--- config.mk ---
export PLATFORM = sky130hd
export DESIGN_NAME = kore_regbank
export DESIGN_NICKNAME = d
export VERILOG_FILES = /design/src/rtl/kore_pkg.sv /design/src/rtl/kore_rf_mem.sv /design/src/rtl/kore_regbank.sv
export SDC_FILE = /design/constraint.sdc
export NUM_CORES = 2
export LEC_CHECK = 0
export CAP_MARGIN = 20
export CORE_ASPECT_RATIO = 0.6
export CORE_UTILIZATION = 35
export DETAILED_ROUTE_END_ITERATION = 8
export GPL_TIMING_DRIVEN = 0
export RECOVER_POWER = 25
export SLEW_MARGIN = 20
export SYNTH_ARGS = -nofsm -noshare
export SYNTH_HDL_FRONTEND = slang
export SYNTH_SLANG_ARGS = --single-unit
export TNS_END_PERCENT = 5
--- constraint.sdc ---
create_clock -name clk -period 4.1 [get_ports clk]
set_input_delay 0.615 -clock clk [delete_from_list [all_inputs] [get_ports clk]]
set_output_delay 0.615 -clock clk [all_outputs]
set_load 0.05 [all_outputs]
--- src/rtl/kore_pkg.sv ---
// Shared types and sizes for the kore register-bank responder.
package kore_pkg;

    localparam int unsigned KORE_XLEN   = 32;
    localparam int unsigned KORE_NREG   = 32;
    localparam int unsigned KORE_RSEL_W = 5;

    typedef enum logic [2:0] {
        IDLE  = 3'd0,
        ISSUE = 3'd1,
        WAIT  = 3'd2,
        DONE  = 3'd3,
        ABORT = 3'd4
    } kore_state_e;

    typedef struct packed {
        logic                   en;
        logic [KORE_RSEL_W-1:0] addr;
        logic [KORE_XLEN-1:0]   data;
    } kore_wr_t;

endpackage

--- src/rtl/kore_rf_mem.sv ---
// 32x32 register array: one write port, two registered read ports with
// optional same-cycle write bypass; x0 always reads as zero.
module kore_rf_mem
    import kore_pkg::*;
(
    input  logic                   clk,
    input  logic                   rst,
    input  kore_wr_t               wr,
    input  logic                   a_en,
    input  logic [KORE_RSEL_W-1:0] a_addr,
    input  logic                   a_byp,
    output logic [KORE_XLEN-1:0]   a_data,
    input  logic [KORE_RSEL_W-1:0] b_addr,
    input  logic                   b_byp,
    output logic [KORE_XLEN-1:0]   b_data
);

    logic [KORE_XLEN-1:0] mem [KORE_NREG];

    logic                 wr_ok_c;
    logic                 a_hit_c;
    logic                 b_hit_c;
    logic [KORE_XLEN-1:0] a_next_c;
    logic [KORE_XLEN-1:0] b_next_c;

    // Bypass only forwards writes that actually land (nonzero address).
    always_comb begin
        wr_ok_c  = wr.en && (wr.addr != '0);
        a_hit_c  = a_byp && wr_ok_c && (wr.addr == a_addr);
        b_hit_c  = b_byp && wr_ok_c && (wr.addr == b_addr);
        a_next_c = (a_addr == '0) ? '0 : mem[a_addr];
        b_next_c = (b_addr == '0) ? '0 : mem[b_addr];
        if (a_hit_c) a_next_c = wr.data;
        if (b_hit_c) b_next_c = wr.data;
    end

    always_ff @(posedge clk) begin
        if (rst) begin
            for (int i = 0; i < int'(KORE_NREG); i++) begin
                mem[i] <= '0;
            end
            a_data <= '0;
            b_data <= '0;
        end else begin
            if (wr_ok_c) mem[wr.addr] <= wr.data;
            if (a_en) a_data <= a_next_c;
            b_data <= b_next_c;
        end
    end

endmodule

--- src/rtl/kore_regbank.sv ---
// Register-bank responder for the kore function FSM: operand reads, result
// write-back, host load/inspect port and start/done handshake with timeout.
module kore_regbank
    import kore_pkg::*;
#(
    parameter int unsigned TIMEOUT = 64,
    parameter int unsigned CNT_W   = 16
) (
    input  logic                   clk,
    input  logic                   rst,
    input  logic [KORE_RSEL_W-1:0] reg_sel,
    input  logic                   reg_rd,
    input  logic                   wt_en,
    input  logic [KORE_XLEN-1:0]   wr_data,
    input  logic                   eop,
    output logic [KORE_XLEN-1:0]   data_bus,
    output logic                   opflag,
    input  logic                   host_start,
    output logic                   host_busy,
    output logic                   host_done,
    output logic                   host_err,
    input  logic                   host_we,
    input  logic [KORE_RSEL_W-1:0] host_addr,
    input  logic [KORE_XLEN-1:0]   host_wdata,
    input  logic [KORE_RSEL_W-1:0] host_raddr,
    output logic [KORE_XLEN-1:0]   host_rdata,
    output logic [CNT_W-1:0]       op_count
);

    localparam int unsigned TMO_W    = 16;
    localparam logic [TMO_W-1:0] TMO_LAST = TMO_W'(TIMEOUT - 1);

    kore_state_e      state_q, state_d;
    logic [TMO_W-1:0] tmo_q, tmo_d;
    logic             eop_q;
    logic             eop_rise_c;
    logic             fsm_wr_c;
    logic             host_wr_c;
    kore_wr_t         wr_c;

    // Write arbitration: the FSM owns the port in WAIT, the host in IDLE.
    always_comb begin
        eop_rise_c = eop && !eop_q;
        fsm_wr_c   = (state_q == WAIT) && wt_en;
        host_wr_c  = (state_q == IDLE) && host_we;
        wr_c.en    = fsm_wr_c || host_wr_c;
        wr_c.addr  = fsm_wr_c ? reg_sel : host_addr;
        wr_c.data  = fsm_wr_c ? wr_data : host_wdata;
    end

    always_comb begin
        state_d = state_q;
        tmo_d   = tmo_q;
        unique case (state_q)
            IDLE:  if (host_start) state_d = ISSUE;
            ISSUE: begin
                state_d = WAIT;
                tmo_d   = '0;
            end
            WAIT: begin
                if (eop_rise_c) begin
                    state_d = DONE;
                end else if (tmo_q == TMO_LAST) begin
                    state_d = ABORT;
                end else begin
                    tmo_d = tmo_q + TMO_W'(1);
                end
            end
            DONE:    state_d = IDLE;
            ABORT:   state_d = IDLE;
            default: state_d = IDLE;
        endcase
    end

    // Handshake outputs are registered from the next state so they line up
    // with the state they describe.
    always_ff @(posedge clk) begin
        if (rst) begin
            state_q   <= IDLE;
            tmo_q     <= '0;
            eop_q     <= 1'b0;
            opflag    <= 1'b0;
            host_busy <= 1'b0;
            host_done <= 1'b0;
            host_err  <= 1'b0;
            op_count  <= '0;
        end else begin
            state_q   <= state_d;
            tmo_q     <= tmo_d;
            eop_q     <= eop;
            opflag    <= (state_d == ISSUE);
            host_busy <= (state_d != IDLE);
            host_done <= (state_d == DONE);
            host_err  <= (state_d == ABORT);
            if (state_d == DONE) op_count <= op_count + CNT_W'(1);
        end
    end

    kore_rf_mem u_rf (
        .clk    (clk),
        .rst    (rst),
        .wr     (wr_c),
        .a_en   (reg_rd),
        .a_addr (reg_sel),
        .a_byp  (fsm_wr_c),
        .a_data (data_bus),
        .b_addr (host_raddr),
        .b_byp  (host_wr_c),
        .b_data (host_rdata)
    );

endmodule

# After elaboration in Yosys (flattened, before gate mapping)

Memory sizes are Yosys's and may differ from the RTL's.
Index checks and enable logic that the tools add are counted.

Add/sub/neg operators: 2
Equal/unequal tests: 10
Muxes and demuxes: 21
Reduce and logical (&&, ||, !) cells: 18

Operator list:

| operator              | number |
|---|---|
| $mux 32               | 6 |
| $add 16x1->16 const B | 2 |
| $mux 16               | 2 |
| $pmux 16 s2           | 1 |
| $reduce_or 32->1      | 1 |
| $eq 16x6->1 const B   | 1 |
| $eq 5x5->1            | 2 |
| $logic_not 5->1       | 2 |
| $mux 5                | 2 |
| $mux 3                | 3 |
| $pmux 3 s3            | 1 |
| $logic_and 1x1->1     | 8 |
| $eq 3x1->1 const B    | 2 |
| $eq 3x2->1 const B    | 2 |
| $mux 1                | 6 |
| $reduce_bool 5->1     | 1 |
| $ne 2x2->1 const B    | 2 |
| $eq 3x3->1 const B    | 1 |
| $logic_not 3->1       | 1 |
| $reduce_and 3->1      | 1 |
| $reduce_bool 3->1     | 1 |
| $reduce_bool 2->1     | 1 |
| $logic_not 1->1       | 1 |
| $logic_or 1x1->1      | 1 |

Flip-flop bits (word level): 104
Bits in writable memories: 1024
Bits of input ports: 86
Output and inout port bits: 84
Logic and storage cells: 62
Memories: 1

Memory list:

| memory   | depth | width | rd ports | clocked after memory_dff | write ports | line              | source |
|---|---|---|---|---|---|---|---|
| u_rf.mem | 32    | 32    | 2        | 0                        | 32          | kore_rf_mem.sv:18 | `logic [KORE_XLEN-1:0] mem [KORE_NREG];` |

# Logic depth before layout (Yosys ltp)

Depth in word-level cells: 10
Gate-level depth with buffers: 11
Gate-level depth less buffers: 6

# Modules after synthesis

Synthesis repeated with hierarchy kept, for this count alone.

Cell total of the unflattened synthesis: 4187
Area, all modules: 59204.3 um^2

Modules (own cells, without submodules):

| module       | times used | cells an instance | area each (um^2) | seq. area each (um^2) |
|---|---|---|---|---|
| kore_rf_mem  | 1          | 3921              | 56812.0          | 32030.7 |
| kore_regbank | 1          | 266               | 2392.3           | 800.8 |

# Worst setup path before layout

No wires, ideal clock.

Kind: input to register
Start: input reg_sel[0]
End: memory u_rf.mem[23][0], enable pin
Setup time: 394 ps
Arrival: 2972 ps
Data required time: 3706 ps
Path slack: 734 ps
Stages on the path: 9
Path buffers: 5
Cell sequence: buf_4 buf_4 buf_4 buf_4 clkbuf_1 nand3_1 a21oi_1 nand2_1 nand2b_1

RTL lines:

| element         | line               | source |
|---|---|---|
| start, declared | kore_regbank.sv:11 | `input logic [KORE_RSEL_W-1:0] reg_sel,` |
| end, declared   | kore_rf_mem.sv:18  |  |

# Final worst setup path

Start: input reg_sel[3]
End: register u_rf.a_data[12]

Cells in the longest elaborated chain, start to end: 6
Elaborated cells on any way between the ends: 10
Those cells by class: eq/ne (1); mux (3); reduce/logical (5); memory (1)

RTL lines:

| element                                               | line              | source |
|---|---|---|
| branches (longest 5 deep; another with $mem_v2 32x32) | n/a               |  |
| $mux 32 *                                             | kore_rf_mem.sv:33 | `if (a_hit_c) a_next_c = wr.data;` |
| end signal, assigned                                  | kore_rf_mem.sv:46 | `if (a_en) a_data <= a_next_c;` |
| end, declared                                         | kore_rf_mem.sv:12 | `output logic [KORE_XLEN-1:0] a_data,` |

Every way passes the cells marked *.
A chain may end at the register's enable or synchronous reset.

==> load_flow_metrics.sql <==
INSERT INTO impl_metrics (metric_group, metric, value, unit) VALUES
('status', 'outcome', 'finished, violations left', ''),
('status', 'violated_checks', 'capacitance limit, slew limit, setup timing', ''),
('place', 'place_area', '62260', 'um^2'),
('yosys', 'synthTopCellsByArea', 'sky130_fd_sc_hd__edfxtp_1, sky130_fd_sc_hd__mux4_2, sky130_fd_sc_hd__nor2_1, sky130_fd_sc_hd__mux2i_1, sky130_fd_sc_hd__mux2_2', ''),
('die', 'die_w', '524.7', 'um'),
('clock_network', 'cts.sink_count', '1128', ''),
('min_path', 'timing.hold.worst.class', 'in2reg', ''),
('clock_network', 'cts_htree_levels', '3', ''),
('pwr', 'power_frac_comb', '14.2', '%'),
('layout', 'top_library_cells_by_usage_in_the_layout_fill_and_taps_aside', 'sky130_fd_sc_hd__nor2_1, sky130_fd_sc_hd__edfxtp_1, sky130_fd_sc_hd__mux4_2', ''),
('clock_network', 'path_clk_slew', '70', 'ps'),
('drt', 'vias_per_cell', '6.347', ''),
('yosys', 'syn-instance-count', '4249', ''),
('clock_network', 'hold_buffers', '0', ''),
('sta', 'fin_clk_skew', '55.39', 'ps'),
('pwr', 'powerDensity', '420.0', 'nW/um^2'),
('pwr', 'power.total', '27.67', 'mW'),
('layout', 'final_common_cell', 'sky130_fd_sc_hd__nor2_1', ''),
('grt', 'pin_count_of_the_biggest_net_entering_global_routing', '33', ''),
('yosys', 'synth_top_area_cell', 'sky130_fd_sc_hd__edfxtp_1', ''),
('grt', 'antenna_found_initial', '9', ''),
('sta', 'worstMarginPinSlew', '2779', 'ps'),
('clock_network', 'tritoncts.num_buffers', '107', ''),
('drt', 'vias', '43270', ''),
('clock_network', 'total_setup_buffers_inserted_after_cts', '0', ''),
('drt', 'post-route-drc-count', '0', ''),
('grt', 'via_count_of_the_first_global_routing_pass', '40360', ''),
('yosys', 'yosys.area.top_type_share', '53.60', '%'),
('sta', 'fmax', '0.2285', 'GHz'),
('yosys', 'postSynthRegisterBits', '1128', ''),
('drt', 'final_wl', '236700', 'um'),
('die', 'floorplan.initialDensity', '35.44', '%'),
('yosys', 'synth-edff-count', '1024', ''),
('sta', 'unrepaired_setup_endpoints_after_global_routing', 'yes', ''),
('pwr', 'intPower', '19.96', 'mW'),
('die', 'die_area', '165600', 'um^2'),
('yosys', 'synthDistinctLibCells', '56', ''),
('place', 'dpl_worst_slack', '-1075', 'ps'),
('grt', 'grtUsageTotal', '27.92', '%'),
('sta', 'period_share', '106.7', '%'),
('critical_path', 'timing.critical_path.from_type', 'input pin', ''),
('critical_path', 'timing.critical_path.slowest_stage_cell', 'sky130_fd_sc_hd__buf_1', ''),
('pwr', 'power_frac_clock', '37.9', '%'),
('sta', 'timing.hold.ws', '447.9', 'ps'),
('critical_path', 'slowest_delay', '960', 'ps'),
('layout', 'fin_cells', '6817', ''),
('drt', 'detail-route-antenna-nets', '0', ''),
('place', 'portBuffers', '163', ''),
('layout', 'layout.nets', '4657', ''),
('run', 'maxCapViolations', '2', ''),
('die', 'fp.dieH', '315.6', 'um'),
('critical_path', 'critical_path.max_fanout', '10', ''),
('sta', 'setup_total_negative_slack', '-29320', 'ps'),
('critical_path', 'endpoint_kind', 'register', ''),
('yosys', 'syn_avg_cell_area', '13.50', 'um^2'),
('layout', 'utilization', '40.70', '%'),
('sta', 'post-route-worst-setup-slack', '-276.6', 'ps'),
('sta', 'slew_viol_final', '44', ''),
('sta', 'final_setup_violations', '457', ''),
('sta', 'max_slew_headroom_at_the_worst_pin', '-85.27', '%'),
('grt', 'global_route.usage.met1', '40.42', '%'),
('die', 'fp-row-count', '114', ''),
('layout', 'design_area', '65890', 'um^2'),
('drt', 'first_iter_violations', '8025', ''),
('grt', 'grt_first_pass_wirelength', '319800', 'um'),
('drt', 'drt_pre_antenna_iters', '6', ''),
('sta', 'finalWorstPathRequiredPeriod', '4377', 'ps'),
('pwr', 'p_seq_share', '47.9', '%'),
('layout', 'area_growth_syn_to_layout', '14.85', '%'),
('pwr', 'power.leakage', '23.05', 'nW'),
('clock_network', 'cts_tree', 'done', '');
==> state kept, by name (all words and copies together), names as in the netlist <==
signal,count
state_q,3
u_rf.a_data,32
host_err,1
tmo_q,16
opflag,1
eop_q,1
u_rf.b_data,32
op_count,16
host_busy,1
u_rf.mem,1024
host_done,1
==> cell families (layout without fill, tap and decap cells) <==
kind of cell,count (synthesis),in the layout,share of synthesized area [%]
AO/OA/AOI/OAI,465,465,6.144
buffers and inverters,460,838,3.453
XOR/XNOR,17,17,0.2595
other,1,43,0.006537
adder cells (fa/ha/maj),2,2,0.04361
AND/OR/NAND/NOR,1363,1365,9.865
multiplexers,813,813,23.00
flip-flops,1128,1128,57.23
==> final timing paths <==
path / to / startpoint / slack [ps] / cells past startpoint
worst max-delay path: u_rf.a_data[12]$_SDFFE_PP0P_ / reg_sel[3] / -280 / 8
worst min-delay path: eop_q$_SDFF_PP0_ / eop / 450 / 2
worst max register to register: u_rf.mem[20][6]$_SDFFCE_PN0P_ / state_q[0]$_SDFF_PP0_ / -60 / 8
worst min register to register: u_rf.a_data[24]$_SDFFE_PP0P_ / u_rf.a_data[24]$_SDFFE_PP0P_ / 490 / 2
==> final cells by class <==
cell class / instances / area (um^2)
Fill cell: 15090 / 96010
Sequential cell: 1128 / 32830
Multi-Input combinational cell: 2694 / 22910
Clock buffer: 142 / 2958
Tap cell: 2146 / 2685
Buffer: 446 / 1968
Timing Repair Buffer: 178 / 1907
Clock inverter: 58 / 549.3
Inverter: 14 / 52.55
Antenna cell: 11 / 27.53
==> power groups by stage <==
stage          clock network, mW  registers, mW  logic (mW)
2_1_floorplan                  0           13.6        2.02
3_3_place_gp                   0           13.5        3.69
3_5_place_dp                   0           13.5        3.77
4_1_cts                     10.4           13.2        3.79
5_1_grt                     10.8           13.3        3.97
6_report                    10.5           13.3        3.93
==> synth_stat cells (all sizes together), types with 4 or more instances <==
master and number:
nor2 1065, edfxtp 1024, mux4 384, clkbuf 258, mux2i 228, mux2 201, buf 188, o22ai 137
dfxtp 104, a21oi 66, nand2b 63, nand2 60, nand3 50, a211o 45, o21ai 42, nor3 37
o211ai 35, o221ai 32, nor2b 28, o2111ai 25, a211oi 24, a311oi 22, inv 14, or3 12
xnor2 11, a2111oi 10, and3 9, o311a 9, o31ai 9, or4 7, nor4 6, xor2 6
nand4 5, and2 4, nand3b 4, nor3b 4, or2 4
==> layer usage <==
metal  wire length [um]  up-vias
met5                568        -
met4               7957       10
met3              41790      472
met2              90740     3840
met1              95620    22120
li1                   -    16830
==> worst max-delay path: cells and delay by family <==
kind / cells / cell delay, ps
buffers and inverters: 4 / 3170
and+or+nand+nor: 1 / 150
AOI/OAI and AO/OA: 3 / 990
==> repair_timing <==
item | CTS | global route
endpoints found under the setup margin | 724 | 600
gates resized for setup | 10 | 12
cloned | 2 | 0
Power figures use the tool's default switching activity.
